### src/rtl/stress_decision_unit.sv
// Stress decision unit: captures KNN/SVM classification results on done edges, keeps a
// history of combined results and produces a windowed majority-style stress vote with an irq.
module stress_decision_unit #(
    parameter int unsigned HIST_DEPTH = 8
) (
    input  logic                  CLK,
    input  logic                  RESET,
    input  logic [1:0]            mode,
    input  logic                  SVM_done,
    input  logic                  SVM_classification,
    input  logic                  KNN_done,
    input  logic                  KNN_classification,
    input  logic [3:0]            win_len,
    input  logic [3:0]            vote_thr,
    input  logic                  irq_ack,
    output logic                  stress_flag,
    output logic                  stress_valid,
    output logic                  irq,
    output logic [HIST_DEPTH-1:0] history,
    output logic [15:0]           decision_count
);

    localparam logic [3:0] Depth4 = 4'(HIST_DEPTH);

    typedef enum logic [1:0] {StWait, StUpdate, StDecide, StReport} state_e;

    state_e     state_q, state_d;
    logic       svm_done_q, knn_done_q, edge_mask_q;
    logic [1:0] mode_q;
    logic       pend_svm_q, pend_knn_q, cls_svm_q, cls_knn_q;
    logic [3:0] fill_q;
    logic       knn_en, svm_en, knn_rise, svm_rise, mode_chg, all_pend, combined;
    logic       do_update, do_decide, irq_clr;
    logic [3:0] win_eff, thr_eff, votes;

    assign knn_en   = mode_q[0];
    assign svm_en   = mode_q[1];
    // The first edge after reset is masked so a done already high at release is not an edge.
    assign knn_rise = KNN_done & ~knn_done_q & ~edge_mask_q & knn_en;
    assign svm_rise = SVM_done & ~svm_done_q & ~edge_mask_q & svm_en;
    assign mode_chg = (mode != mode_q);
    assign all_pend = (mode_q != 2'b00) && (!knn_en || pend_knn_q) && (!svm_en || pend_svm_q);

    always_comb begin
        case (mode_q)
            2'b01:   combined = cls_knn_q;
            2'b10:   combined = cls_svm_q;
            2'b11:   combined = cls_knn_q & cls_svm_q;
            default: combined = 1'b0;
        endcase
    end

    always_ff @(posedge CLK) begin
        if (RESET) begin
            state_q <= StWait;
        end else begin
            state_q <= state_d;
        end
    end

    always_comb begin
        state_d = state_q;
        case (state_q)
            StWait:   if (all_pend) state_d = StUpdate;
            StUpdate: state_d = StDecide;
            StDecide: state_d = StReport;
            StReport: if (irq_ack) state_d = StWait;
            default:  state_d = StWait;
        endcase
        if (mode_chg) state_d = StWait;
    end

    always_comb begin
        do_update = 1'b0;
        do_decide = 1'b0;
        irq_clr   = 1'b0;
        if (!mode_chg) begin
            case (state_q)
                StUpdate: do_update = 1'b1;
                StDecide: do_decide = 1'b1;
                StReport: irq_clr   = irq_ack;
                default:  ;
            endcase
        end
    end

    always_comb begin
        win_eff = win_len;
        if (win_len == 4'd0) win_eff = 4'd1;
        else if (win_len > Depth4) win_eff = Depth4;
        thr_eff = vote_thr;
        if (vote_thr == 4'd0) thr_eff = 4'd1;
        else if (vote_thr > win_eff) thr_eff = win_eff;
        votes = 4'd0;
        for (int unsigned i = 0; i < HIST_DEPTH; i++) begin
            if (i < 32'(win_eff)) votes = votes + 4'(history[i]);
        end
    end

    always_ff @(posedge CLK) begin
        if (RESET) begin
            svm_done_q     <= 1'b0;
            knn_done_q     <= 1'b0;
            edge_mask_q    <= 1'b1;
            mode_q         <= mode;
            pend_svm_q     <= 1'b0;
            pend_knn_q     <= 1'b0;
            cls_svm_q      <= 1'b0;
            cls_knn_q      <= 1'b0;
            fill_q         <= 4'd0;
            history        <= '0;
            decision_count <= 16'd0;
            stress_flag    <= 1'b0;
            stress_valid   <= 1'b0;
            irq            <= 1'b0;
        end else begin
            svm_done_q  <= SVM_done;
            knn_done_q  <= KNN_done;
            edge_mask_q <= 1'b0;
            mode_q      <= mode;
            if (mode_chg) begin
                pend_svm_q <= 1'b0;
                pend_knn_q <= 1'b0;
                irq        <= 1'b0;
            end else begin
                if (do_update) begin
                    history        <= {history[HIST_DEPTH-2:0], combined};
                    decision_count <= decision_count + 16'd1;
                    if (fill_q < Depth4) fill_q <= fill_q + 4'd1;
                    if (knn_en) pend_knn_q <= 1'b0;
                    if (svm_en) pend_svm_q <= 1'b0;
                end
                // A new edge coinciding with the UPDATE clear wins.
                if (knn_rise) begin
                    pend_knn_q <= 1'b1;
                    cls_knn_q  <= KNN_classification;
                end
                if (svm_rise) begin
                    pend_svm_q <= 1'b1;
                    cls_svm_q  <= SVM_classification;
                end
                if (do_decide) begin
                    if (fill_q >= win_eff) begin
                        stress_valid <= 1'b1;
                        stress_flag  <= (votes >= thr_eff);
                    end else begin
                        stress_valid <= 1'b0;
                    end
                    irq <= 1'b1;
                end
                if (irq_clr) irq <= 1'b0;
            end
        end
    end

endmodule

### config.mk
export PLATFORM = sky130hd
export DESIGN_NAME = stress_decision_unit
export DESIGN_NICKNAME = d
export VERILOG_FILES = /design/src/rtl/stress_decision_unit.sv
export SDC_FILE = /design/constraint.sdc
export NUM_CORES = 1
export LEC_CHECK = 0
export ABC_CLOCK_PERIOD_IN_PS = 5690
export BUFFER_PORTS_ARGS = -buffer_cell sky130_fd_sc_hd__buf_2
export CAP_MARGIN = 15
export CORE_MARGIN = 1.5
export CORE_UTILIZATION = 52
export DETAILED_ROUTE_END_ITERATION = 8
export PLACE_DENSITY_LB_ADDON = 0.05
export REMOVE_ABC_BUFFERS = 1
export SLEW_MARGIN = 20
export SYNTH_ARGS = -nofsm -noshare
export SYNTH_HDL_FRONTEND = slang
export SYNTH_SLANG_ARGS = --single-unit
### constraint.sdc
create_clock -name CLK -period 5.69 [get_ports CLK]
set_clock_uncertainty 0.15 [all_clocks]
set_input_delay 0.569 -clock CLK [delete_from_list [all_inputs] [get_ports CLK]]
set_output_delay 0.569 -clock CLK [all_outputs]
set_load 0.01 [all_outputs]
==> impl.org <==
** Die
- The die covers 5860 µm².
- Horizontal extent of the die :: 76.6 µm
- Number of placed I/O pins :: 44
- Vert. Die Dim :: 76.6 µm
- The region available for standard cell placement spans 5170 µm².
- Row generation in the floorplan step produced 26 rows.
- Initial standard-cell utilization of the core :: 0.544

** GRT
- For met3 alone, demand over resource in global routing was 0.0371.
- Summed over all layers, the global routing overflow is 0.
- In the global route stage, met1 resource usage came out at 0.269.
- Peak-usage layer in the global routing report :: met2
- The number of antenna violations at the first check in global routing is 0.
- Wire length of the first global-routing pass :: 10400 µm
- In the global route stage, met2 resource usage came out at 0.368.
- Entering global routing, the biggest net connects 37 pins.
- Global-route usage over all layers :: 0.214
- Number of global-route vias before repair :: 2351

** Power and ir drop
- Summing internal, switching and leakage power gives 552 µW.
- Dividing total power by cell area gives a power density of 174 nW/µm².
- The worst-case IR drop observed on VDD is 0.000185 V.
- Static leakage power :: 0.00140 µW

** Routing
- In this run, the number of DRC markers left after iteration 0 of detailed routing was 78.
- Dividing the detail-routed via count by the number of cells gives 5.38.
- Antenna viol nets, final :: 0
- For this run, the detailed router's first-pass iteration total came to 4.
- Final wirelength :: 5820 µm
- For this run, design rule violations remaining after detail routing come to 0.
- Vias post-DR :: 2449
- Detailed-route wire length per cell :: 12.8 µm

** Logic synthesis
- Main area contributors after synthesis :: sky130_fd_sc_hd__dfxtp_1 (30%), sky130_fd_sc_hd__ha_1 (14%), sky130_fd_sc_hd__nor2_1 (6.4%)
- Gate Count Post-Synth :: 341
- The synthesized design contains 0 enable-type register cells.
- During synthesis, Yosys emitted a total of 0 warnings.
- In the synthesized netlist the async set-or-reset flop fraction comes to 0.
- Among all flip-flop cells after synthesis, the most frequent one is sky130_fd_sc_hd__dfxtp_1.
- Average size of a mapped cell :: 8.26 µm²
- Netlist Area Pre-Place :: 2820 µm²
- The number of different library cells used by synthesis comes to 58.
- The share of synthesized area in the top cell type comes to 0.299.
- #FFs+latches synth :: 42
- The biggest area contributor in the post-synthesis netlist is sky130_fd_sc_hd__dfxtp_1.
- The share of the Yosys chip area taken by registers is 0.299.

** Timing
- The clock period could shrink to 5300 ps.
- Setup-failing EPs final :: 0
- Highest attainable clock frequency :: 189 MHz
- The worst pin sits at a relative slew slack of 0.478.
- RSZ-0062 raised after global routing :: false
- At the pin with the least slew margin, the transition time is 782 ps.
- Of the available clock period, the critical path in the final layout requires 0.932.
- Worst hold slack across all endpoints :: 247 ps
- Sum of negative setup slack :: 0 ps
- The number of failing hold endpoints at the final stage came to 0.
- The number of max-slew violations in the final report came to 0.

** Clock network
- TritonCTS built the clock tree.
- Worst-case clock buffer depth :: 2
- Insertion delay of the later-clocked pin in the worst-skew pair :: 290 ps
- Count of instances resized after the clock tree is built :: 0
- Depth of the CTS H-tree :: 2
- Once the clock tree was built, the setup fixing pass inserted 0 buffers.
- Counting the buffers created by CTS gives 5.
- The clock net in this run drives a total of 42 sinks.
- The tree is rooted in a sky130_fd_sc_hd__clkbuf_8.
- # hold bufs at CTS :: 0
- Register clock-pin slew on the reported worst setup and hold paths :: 80 ps

** Hold path
- Worst hold stages :: 1
- Endpoint with the worst hold slack :: mode_q[1]$_DFF_P_
- In this run the worst hold path is classified as in -> reg.
- The startpoint identified for the worst hold timing path is mode[1].

** Status
- Outcome :: finished, final reports clean

** Placement
- Input/output buffers :: 43
- Once detailed placement completed, the half-perimeter wirelength came to 4430 µm.
- At the end of routability-driven placement, the weighted congestion stood at 0.828.

** Critical path
- By instance count, the cell type seen most on the critical path is sky130_fd_sc_hd__ha_1.
- In this run the critical register-to-register path is captured at stress_flag$_SDFFE_PP0P_.
- Worst Setup End Kind :: flip-flop
- Worst endpoint data arrival time :: 5310 ps
- In this run the critical register-to-register path is launched from history[0]$_SDFFE_PP0P_.
- Required @ worst endpoint :: 5690 ps
- Max incr delay on CP :: 360 ps
- The worst setup path is of the in -> reg kind.
- For flop-to-flop paths, the worst setup slack is 520 ps.
- STA classifies the critical path startpoint as a primary input.
- In this run the worst path has a maximum fanout of 3.
- The worst register-to-register path has a depth of 24.
- CP max-delay cell :: sky130_fd_sc_hd__mux2_2

** Finish
- The multi-input combinational cells in the finished layout cover a total of 1870 µm².
- Of the cells placed in the final design, the portion with a size suffix greater than 1 is 0.195.
- Area taken by flip-flops and latches :: 841 µm²
- In the final design database the tool counted 434 nets.
- Area added between synthesis and finish :: 12.9%
- Filler cells :: 498
- The repair_antennas step left the layout with diodes totalling 0.

** Run
- Across the run, the number of max-cap violations was 0.
[area by class of cell]
cell class                      instances  area share
Multi-Input combinational cell        276       0.588
Sequential cell                        42       0.264
Clock buffer                            5      0.0216
Tap cell                               70      0.0275
Clock inverter                          2     0.00315
Inverter                               11      0.0130
Timing Repair Buffer                   49      0.0819
[how the worst max path moves through the flow]
stage | startpoint | to | slack (ps)
4_1_cts | win_len[2] | stress_flag$_SDFFE_PP0P_ | 370
5_1_grt | win_len[2] | stress_flag$_SDFFE_PP0P_ | 60
2_1_floorplan | win_len[2] | stress_flag$_SDFFE_PP0P_ | 220
3_5_place_dp | win_len[2] | stress_flag$_SDFFE_PP0P_ | 70
6_report | win_len[2] | stress_flag$_SDFFE_PP0P_ | 390
3_3_place_gp | win_len[2] | stress_flag$_SDFFE_PP0P_ | 150
[per-layer routing]
layer  wire (µm)  up-vias  share of wire
li1            -     1266              -
met1        2760     1141           0.48
met2        2800       36           0.48
met3         188        6          0.032
met4          67        0          0.012
met5           0        -              0
[critical path, delay by kind of cell]
family,cells,cell delay (ps)
simple gates,9,950
fa+ha+maj,8,2130
compound gates,5,660
mux,3,880
buf+inv,1,100
[power by group]
| group | internal [µW] | switching (µW) | total (µW) |
|---|---|---|---|
| combinational | 31.0 | 43.0 | 74.1 |
| sequential | 296 | 2.04 | 298 |
| clock | 82.3 | 97.2 | 180 |
| total | 410 | 142 | 552 |
[state kept, by name, indices dropped and copies added (netlist names), 2 cells and up]
name,count
decision_count,16
fill_q,4
state_q,2
history,8
mode_q,2
[Yosys cell counts (3+ instances only)]
master and count:
sky130_fd_sc_hd__and3_1 3, sky130_fd_sc_hd__a21oi_1 20, sky130_fd_sc_hd__a21o_1 5, sky130_fd_sc_hd__dfxtp_1 42, sky130_fd_sc_hd__o211ai_1 3, sky130_fd_sc_hd__inv_1 10, sky130_fd_sc_hd__clkbuf_1 5, sky130_fd_sc_hd__a211oi_1 3
sky130_fd_sc_hd__and2_1 3, sky130_fd_sc_hd__buf_2 5, sky130_fd_sc_hd__xnor2_1 18, sky130_fd_sc_hd__nand3_1 8, sky130_fd_sc_hd__o21a_1 3, sky130_fd_sc_hd__xor2_1 7, sky130_fd_sc_hd__nor2b_1 4, sky130_fd_sc_hd__ha_1 32
sky130_fd_sc_hd__nor3_1 9, sky130_fd_sc_hd__nand2_1 47, sky130_fd_sc_hd__mux2i_1 4, sky130_fd_sc_hd__nor2_1 48, sky130_fd_sc_hd__mux2_2 4, sky130_fd_sc_hd__nand4_1 3, sky130_fd_sc_hd__o21ai_0 10, sky130_fd_sc_hd__nand2b_1 6
[through the flow]
stage	instance area (µm²)	utilization	std cells	setup WS (ps)
4_1_cts	3180	0.615	455	370
5_1_grt	3180	0.615	455	57.3
2_1_floorplan	2750	-	329	222
6_report	3180	0.615	455	386
3_3_place_gp	3100	0.599	448	155
3_5_place_dp	3100	0.599	448	70.6
[layout by cell type, fill, tap and decap left out, types with 9 or more instances in the layout]
master	n
sky130_fd_sc_hd__dfxtp_1	42
sky130_fd_sc_hd__a21oi_1	20
sky130_fd_sc_hd__nand2_1	47
sky130_fd_sc_hd__xnor2_1	18
sky130_fd_sc_hd__buf_2	43
sky130_fd_sc_hd__inv_1	10
sky130_fd_sc_hd__nor2_1	48
sky130_fd_sc_hd__o21ai_0	10
sky130_fd_sc_hd__nor3_1	9
sky130_fd_sc_hd__ha_1	32
[kinds of logic (layout without fill, tap and decap cells)]
family | after synthesis | in the layout | synth area share
AO/OA/AOI/OAI | 61 | 61 | 0.148
XOR/XNOR | 25 | 25 | 0.0778
adder cells (fa/ha/maj) | 32 | 32 | 0.142
buffers and inverters | 23 | 67 | 0.0369
flip-flops | 42 | 42 | 0.299
multiplexers | 8 | 8 | 0.0302
AND/OR/NAND/NOR | 150 | 150 | 0.267
(Power assumes the default switching activity.)
